`src/rtl/pulse_shaper_pkg.sv`:
```
// rtl/pulse_shaper_pkg.sv - shared state encoding and default counter width for pulse_shaper
package pulse_shaper_pkg;

  localparam int CNT_W_DEF = 8;

  typedef enum logic [1:0] {
    S_IDLE   = 2'd0,
    S_DELAY  = 2'd1,
    S_ACTIVE = 2'd2
  } state_t;

endpackage

```
`src/rtl/pulse_shaper_if.sv`:
```
// rtl/pulse_shaper_if.sv - trigger/config in, shaped pulse/busy/done out
interface pulse_shaper_if #(
  parameter int CNT_W = 8
);
  logic             trig;
  logic [CNT_W-1:0] delay_cfg;
  logic [CNT_W-1:0] width_cfg;
  logic             pulse;
  logic             busy;
  logic             done;

  modport master (
    output trig,
    output delay_cfg,
    output width_cfg,
    input  pulse,
    input  busy,
    input  done
  );

  modport slave (
    input  trig,
    input  delay_cfg,
    input  width_cfg,
    output pulse,
    output busy,
    output done
  );
endinterface

```
`src/rtl/pulse_shaper_load_down_counter.sv`:
```
// rtl/pulse_shaper_load_down_counter.sv - loadable down counter that stops at zero, flags its final count
module load_down_counter #(
  parameter int W = 8
) (
  input  logic         clk,
  input  logic         n_rst,
  input  logic         load,
  input  logic [W-1:0] load_val,
  input  logic         en,
  output logic [W-1:0] cnt,
  output logic         last
);

  logic [W-1:0] r_cnt;

  always_ff @(posedge clk or negedge n_rst) begin
    if (!n_rst) begin
      r_cnt <= '0;
    end else if (load) begin
      r_cnt <= load_val;
    end else if (en && (r_cnt != '0)) begin
      r_cnt <= r_cnt - W'(1);
    end
  end

  assign cnt  = r_cnt;
  assign last = (r_cnt == W'(1));

endmodule

```
`src/rtl/pulse_shaper.sv`:
```
// rtl/pulse_shaper.sv - trigger tick to delayed, width-programmable pulse with busy/done
// Optional RETRIGGER_EN: a trigger during the pulse reloads the width counter.
module pulse_shaper
  import pulse_shaper_pkg::*;
#(
  parameter int CNT_W = CNT_W_DEF
) (
  input  logic           clk,
  input  logic           n_rst,
  pulse_shaper_if.slave  bus
);

  state_t           r_state;
  logic [CNT_W-1:0] r_width;
  logic             r_pulse;
  logic             r_busy;
  logic             r_done;

  logic [CNT_W-1:0] w_cfg_width;
  logic [CNT_W-1:0] w_load_val;
  logic [CNT_W-1:0] w_cnt;
  logic             w_accept;
  logic             w_delay_end;
  logic             w_retrig;
  logic             w_load;
  logic             w_en;
  logic             w_last;

  assign w_cfg_width = (bus.width_cfg == '0) ? CNT_W'(1) : bus.width_cfg;
  assign w_accept    = (r_state == S_IDLE) && bus.trig;
  assign w_delay_end = (r_state == S_DELAY) && w_last;

`ifdef RETRIGGER_EN
  assign w_retrig = (r_state == S_ACTIVE) && bus.trig;
`else
  assign w_retrig = 1'b0;
`endif

  // A zero delay skips the delay phase, so the counter is primed with the width instead.
  always_comb begin
    w_load_val = '0;
    if (w_accept) begin
      w_load_val = (bus.delay_cfg != '0) ? bus.delay_cfg : w_cfg_width;
    end else if (w_delay_end) begin
      w_load_val = r_width;
    end else if (w_retrig) begin
      w_load_val = w_cfg_width;
    end
  end

  assign w_load = w_accept || w_delay_end || w_retrig;
  assign w_en   = (r_state != S_IDLE) && (w_cnt != '0);

  load_down_counter #(
    .W (CNT_W)
  ) u_cnt (
    .clk      (clk),
    .n_rst    (n_rst),
    .load     (w_load),
    .load_val (w_load_val),
    .en       (w_en),
    .cnt      (w_cnt),
    .last     (w_last)
  );

  // Outputs trail the state by one edge; done marks the first idle edge after a busy run.
  always_ff @(posedge clk or negedge n_rst) begin
    if (!n_rst) begin
      r_state <= S_IDLE;
      r_width <= '0;
      r_pulse <= 1'b0;
      r_busy  <= 1'b0;
      r_done  <= 1'b0;
    end else begin
      r_pulse <= (r_state == S_ACTIVE);
      r_busy  <= (r_state != S_IDLE);
      r_done  <= r_busy && (r_state == S_IDLE);
      unique case (r_state)
        S_IDLE: begin
          if (bus.trig) begin
            r_width <= w_cfg_width;
            r_state <= (bus.delay_cfg == '0) ? S_ACTIVE : S_DELAY;
          end
        end
        S_DELAY: begin
          if (w_last) begin
            r_state <= S_ACTIVE;
          end
        end
        S_ACTIVE: begin
          if (w_last && !w_retrig) begin
            r_state <= S_IDLE;
          end
        end
        default: begin
          r_state <= S_IDLE;
        end
      endcase
    end
  end

  assign bus.pulse = r_pulse;
  assign bus.busy  = r_busy;
  assign bus.done  = r_done;

endmodule

```
`src/flat_wrapper.sv`:
```
// flat-port wrapper written by rule: the top's interface ports become plain ports
module pulse_shaper_flat import pulse_shaper_pkg::*;
#(
  parameter int CNT_W = CNT_W_DEF
)
  (clk, n_rst, bus_trig, bus_delay_cfg, bus_width_cfg, bus_pulse, bus_busy, bus_done);
  pulse_shaper_if #(.CNT_W(CNT_W)) bus_i ();
  input  logic clk;
  input  logic n_rst;
  input wire logic [$bits(bus_i.trig)-1:0] bus_trig;
  input wire logic [$bits(bus_i.delay_cfg)-1:0] bus_delay_cfg;
  input wire logic [$bits(bus_i.width_cfg)-1:0] bus_width_cfg;
  output wire logic [$bits(bus_i.pulse)-1:0] bus_pulse;
  output wire logic [$bits(bus_i.busy)-1:0] bus_busy;
  output wire logic [$bits(bus_i.done)-1:0] bus_done;
  assign bus_i.trig = bus_trig;
  assign bus_i.delay_cfg = bus_delay_cfg;
  assign bus_i.width_cfg = bus_width_cfg;
  assign bus_pulse = bus_i.pulse;
  assign bus_busy = bus_i.busy;
  assign bus_done = bus_i.done;
  pulse_shaper #(.CNT_W(CNT_W)) u_core (.clk(clk), .n_rst(n_rst), .bus(bus_i));
endmodule
```
`config.mk`:
```
export PLATFORM = sky130hd
export DESIGN_NAME = pulse_shaper_flat
export DESIGN_NICKNAME = d
export VERILOG_FILES = /design/src/rtl/pulse_shaper_pkg.sv /design/src/rtl/pulse_shaper_if.sv /design/src/rtl/pulse_shaper_load_down_counter.sv /design/src/rtl/pulse_shaper.sv /design/src/flat_wrapper.sv
export SDC_FILE = /design/constraint.sdc
export NUM_CORES = 1
export LEC_CHECK = 0
export BUFFER_PORTS_ARGS = -buffer_cell sky130_fd_sc_hd__buf_2
export CAP_MARGIN = 40
export CORE_AREA = 2 2 52 54
export DETAILED_ROUTE_END_ITERATION = 16
export DIE_AREA = 0 0 54 56
export HOLD_SLACK_MARGIN = 0.05
export PLACE_DENSITY = 0.74
export SLEW_MARGIN = 10
export SYNTH_ARGS = -nofsm -noshare
export SYNTH_HDL_FRONTEND = slang
export SYNTH_SLANG_ARGS = --single-unit
```
`constraint.sdc`:
```
create_clock -name clk -period 2.3 [get_ports clk]
set_input_delay 0.46 -clock clk [delete_from_list [all_inputs] [get_ports clk]]
set_output_delay 0.46 -clock clk [all_outputs]
set_load 0.05 [all_outputs]
```
# == Word level (Yosys, flattened, before mapping) ==
# Index checks and enable logic that the tools add are counted.
# totals
in_bits,19
out_inout_bits,3
regBits,21
word_cells,39
# op_classes
n_addsub,1
eq_ne,6
n_mux,11
reduce_logical,15
# op_table
op,count
two-way mux 8 bit,6
zero test 8 bit,2
nonzero test 8 bit,2
"equality test 8 x 1 -> 1 bit, second input constant",1
two-way mux 2 bit,4
"subtractor 8 x 1 -> 8 bit, second input constant",1
case mux 2 bit (3 select lines),1
logical AND 1 bit,5
"inequality test 2 x 1 -> 1 bit, second input constant",2
nonzero test 2 bit,2
AND reduction 3 bit,1
"equality test 2 x 1 -> 1 bit, second input constant",1
"equality test 2 bit, second input constant",1
zero test 2 bit,1
"inequality test 2 bit, second input constant",1
AND reduction 2 bit,1
logical OR 1 bit,1

# == Depth between registers and ports, before layout ==
# logic_depth
depth_word,5
depth_mapped,8
depth_no_buf,7

# == Modules after synthesis ==
# A second synthesis with hierarchy kept.
# hier_totals
cells_unflattened,136
hier_area_um2,1325.0
# by_module_without_submodules
module,area_per_inst_um2,cells_per_inst,seq_area_each_um2,instances
pulse_shaper,750.7,72,325.3,1
load_down_counter,574.3,64,200.2,1

# == Worst setup path before layout ==
# OpenSTA, ideal clock, no wires.
# synth_timing
path_kind,flip-flop to flip-flop
from,"register u_core.u_cnt.r_cnt[4], in the netlist u_core.u_cnt.cnt[4]"
to,"register u_core.u_cnt.r_cnt[2], in the netlist u_core.u_cnt.cnt[2]"
path_buffers,0
stages_incl_launch_ff,5
t_required_ns,2.179
setup_ns,0.121
setup_slack_ns,0.613
t_arrival_ns,1.566
synth_period_minus_slack_ns,1.687
cell_sequence,dfrtp_1 or4_4 nor3_4 o221ai_2 a22o_1
# synth_between
elab_chain_len,5
# synth_lines
element,line_no,rtl
start: declaration,pulse_shaper_load_down_counter.sv:14,logic [W-1:0] r_cnt;
start signal: assignment,pulse_shaper_load_down_counter.sv:20,r_cnt <= load_val;
start signal: assignment,pulse_shaper_load_down_counter.sv:22,r_cnt <= r_cnt - W'(1);
equality test 8 x 1 -> 1 bit,pulse_shaper_load_down_counter.sv:27,assign last = (r_cnt == W'(1));
logical AND 1 bit,pulse_shaper.sv:31,assign w_delay_end = (r_state == S_DELAY) && w_last;
two-way mux 8 bit,pulse_shaper.sv:44,end else if (w_delay_end) begin
two-way mux 8 bit,pulse_shaper.sv:42,if (w_accept) begin
two-way mux 8 bit,pulse_shaper_load_down_counter.sv:19,end else if (load) begin
# Several ways; a longest one is shown, not always the timed one.
# A chain may end at the register's enable or synchronous reset.

# == Worst setup path in the final report ==
# layout_timing
from,"register u_core.u_cnt.r_cnt[1], in the netlist u_core.u_cnt.cnt[1]"
to,"register u_core.u_cnt.r_cnt[1], in the netlist u_core.u_cnt.cnt[1]"
# layout_between
elab_chain_len,5
# layout_lines
element
"parallel branches: the longest is 5 deep, another holds subtractor 8 x 1 -> 8 bit"
# Several ways; the timed one is not identified. The select of a mux whose other input is x is not followed.

==> flow_summary_export.csv <==
group,metric,value,unit
synth,syn_nets,166,
global_route,met1_usage,32.0,%
floorplanning,rows,18,
detailed_routing,drtAntennaViolNets,0,
clocking,cts_num_sinks,21,
timing,skew,0.0160,ns
synth,synth_top_area_share,41.6,%
place,place_hpwl,2.12,mm
floorplanning,core_area,2430,um2
power,seq_power_share,42.2,%
synth,ys_types,41,
clocking,clk-insertion-delay-late,0.31,ns
power,p_clk_share,10.0,%
timing,setup_viol,0,
run_status,status,"completed",
detailed_routing,via_per_inst,5.93,
worst_setup_path,start_kind,"flip-flop",
worst_setup_path,cp.arrival,2.26,ns
timing,setup_tns,0,ns
detailed_routing,drc,0,
synth,syn_area,1260,um2
global_route,grt_max_degree,22,
worst_setup_path,path_delay_family,"compound AO/OA/AOI/OAI gates",
global_route,antenna_found_initial,0,
finish,finalNetCount,187,
clocking,cts_root_buf,"clkbuf_4",
detailed_routing,dr.pass1.iters,4,
power,ir_drop,0.000711,V
global_route,met2_usage,32.2,%
global_route,overflow,0,
floorplanning,die_x,54,um
finish,fillerInstances,220,
timing,slew_headroom,68.6,%
clocking,numCtsBuffers,3,
timing,hold-worst-slack,0.0768,ns
power,p_comb_share,47.8,%
synth,synth_cells,144,
global_route,use_met3,3.76,%
global_route,grt.busiest_layer,"met2",
floorplanning,start_util,51.9,%
synth,synth_top_area_cell,"dfrtp_1",
synth,async_flop_share,100,%
timing,slew_violations,0,
worst_setup_path,worstSetupPathType,"reg -> reg",
worst_setup_path,worstReg2RegStart,"u_core.u_cnt.cnt[1]",
timing,finalHoldViolations,0,
detailed_routing,wl_per_cell,14.5,um
synth,synth.avg_cell_area,8.77,um2
power,power.density,1270,nW/um2
timing,rsz0062_at_grt,"no",
finish,drive_gt1_share,21.3,%
worst_setup_path,cp_max_fo,8,
detailed_routing,wirelength,2.82,mm
timing,fin_crit,2.05,ns
timing,tightest_slew,0.471,ns
clocking,clk_pin_slew_worst_paths,0.13,ns
run,maxCapViolations,0,
detailed_routing,vias,1150,
worst_setup_path,critPathCaptureType,"flip-flop",
finish,area_growth,11.5,%
worst_setup_path,cpPeakStageDelay,0.47,ns
worst_setup_path,slowest_stage,"dfrtp_1",
worst_setup_path,path_buf_inv,1,
power,p_sw_share,45.6,%
clocking,tritoncts,"done",
global_route,grt_pass1_wl,4.98,mm
detailed_routing,drt_iter0_drc,44,
clocking,h-tree-depth,1,
floorplanning,io_pins,22,
worst_setup_path,cp.required,2.51,ns
place,gp_congestion,0.927,
synth,synth_area_leaders,"dfrtp_1 (42%), nand2_1 (7.4%), a21oi_1 (5.9%)",
synth,yosys_register_bits,21,
place,port_buffers,21,
power,leakage,0.631,nW
synth,synth_edf_count,0,
finish,antenna_cells,0,
synth,yosysWarnings,0,
worst_setup_path,cp-startpoint,"u_core.u_cnt.cnt[1]",
synth,synth_ff_type,"dfrtp_1",
worst_setup_path,path_cells,"inv_1, ha_1, nand4bb_1, o21ai_2, a211oi_1, a211o_1",
timing,finalCritPeriodShare,89.0,%
min_path,hold_class,"in -> async",
power,switchingPower,0.817,mW
clocking,cts_hold_buf,0,
floorplanning,die-area,3020,um2
global_route,grt.total_usage,21.9,%
clocking,postCtsSetupBuffers,0,
floorplanning,die_h,56,um
power,p_int,0.973,mW
timing,fmax,489,MHz
clocking,cts_buffer_depth,2,
synth,seq_area_frac_synth,41.6,%
clocking,postCtsResizedCells,0,
global_route,grt_pass1_vias,1077,
-- power groups by stage --
stage / logic (mW) / clock network (mW) / registers (mW)
5_1_grt: 0.977 / 0.204 / 0.774
2_1_floorplan: 0.632 / 0 / 0.777
3_3_place_gp: 0.833 / 0 / 0.752
3_5_place_dp: 0.847 / 0 / 0.757
4_1_cts: 0.854 / 0.186 / 0.748
6_report: 0.855 / 0.180 / 0.755
-- registers in the layout, summed over array words and instances, names as in the netlist --
signal and cells:
u_core.bus.pulse 1, u_core.bus.busy 1, u_core.r_state 2, u_core.u_cnt.cnt 8, u_core.bus.done 1, u_core.r_width 8
-- cell usage after synthesis, types with 2 or more instances --
cell,instances
a21oi_1,15
a22o_1,3
a31oi_1,4
and2_1,2
buf_2,2
clkbuf_1,3
dfrtp_1,21
ha_1,3
inv_1,5
nand2_1,25
nand3b_1,2
nor2_1,14
nor2b_1,2
nor3_1,3
nor3b_1,2
nor4_1,4
o21ai_0,5
o21ai_1,4
o22a_1,2
o22ai_1,2
-- cell usage in the layout, fill, tap and decap left out, types with 3 or more instances in the layout --
master     n
a21oi_1   15
a22o_1     3
a31oi_1    4
buf_2     21
clkbuf_4   3
dfrtp_1   21
ha_1       3
inv_1      5
nand2_1   25
nor2_1    14
nor3_1     3
nor4_1     4
o21ai_0    5
o21ai_1    4
-- layer usage --
layer / routed length (um) / share of wire, % / vias to the layer above
met5: 0 / 0 / -
met4: 15 / 0.53 / 0
met3: 168 / 6.0 / 2
met2: 1330 / 47 / 44
met1: 1310 / 46 / 548
li1: - / - / 556
-- kinds of logic after synthesis --
group | share of synthesized area [%]
compound gates | 22.4
xor+xnor | 1.39
fa+ha+maj | 2.97
buf+inv | 4.06
flops | 41.6
mux | 0.793
simple gates | 26.8
-- through the flow --
stage / setup slack (ns) / power, mW / utilization, % / std cells / instance area (um2)
floorplan: 0.613 / 1.41 / - / 144 / 1260
global placement: 0.331 / 1.59 / 56.7 / 190 / 1380
detailed placement: 0.307 / 1.60 / 56.7 / 190 / 1380
CTS: 0.268 / 1.79 / 57.9 / 194 / 1410
global route: 0.0986 / 1.96 / 57.9 / 194 / 1410
finish: 0.254 / 1.79 / 57.9 / 194 / 1410
-- path summary, 6_finish.rpt --
check / slack, ns / cells after the start / to
hold / removal: 0.08 / 1 / u_core.bus.pulse
setup / recovery: 0.25 / 6 / u_core.u_cnt.cnt[1]
min in group clk: 0.37 / 3 / u_core.r_width[5]
max in group asynchronous: 1.88 / 1 / u_core.r_width[2]
setup reg to reg: 0.25 / 6 / u_core.u_cnt.cnt[1]
hold reg to reg: 0.49 / 2 / u_core.r_width[2]
-- worst reg2reg max path: stages (launching register included) --
cell and delay (ns):
dfrtp_1 0.47, inv_1 0.13, ha_1 0.21, nand4bb_1 0.35, o21ai_2 0.41, a211oi_1 0.10
a211o_1 0.28
-- layout make-up --
type | count | area (um2) | area share (%)
clock buffers | 3 | 22.5 | 1.60
clock inverters | 1 | 5.00 | 0.356
inverters | 5 | 18.8 | 1.33
multi-input cells | 112 | 686 | 48.7
flip-flops and latches | 21 | 526 | 37.3
well taps | 30 | 37.5 | 2.67
repair buffers | 22 | 113 | 8.00
Note: power is estimated with default switching activity, not from simulation.
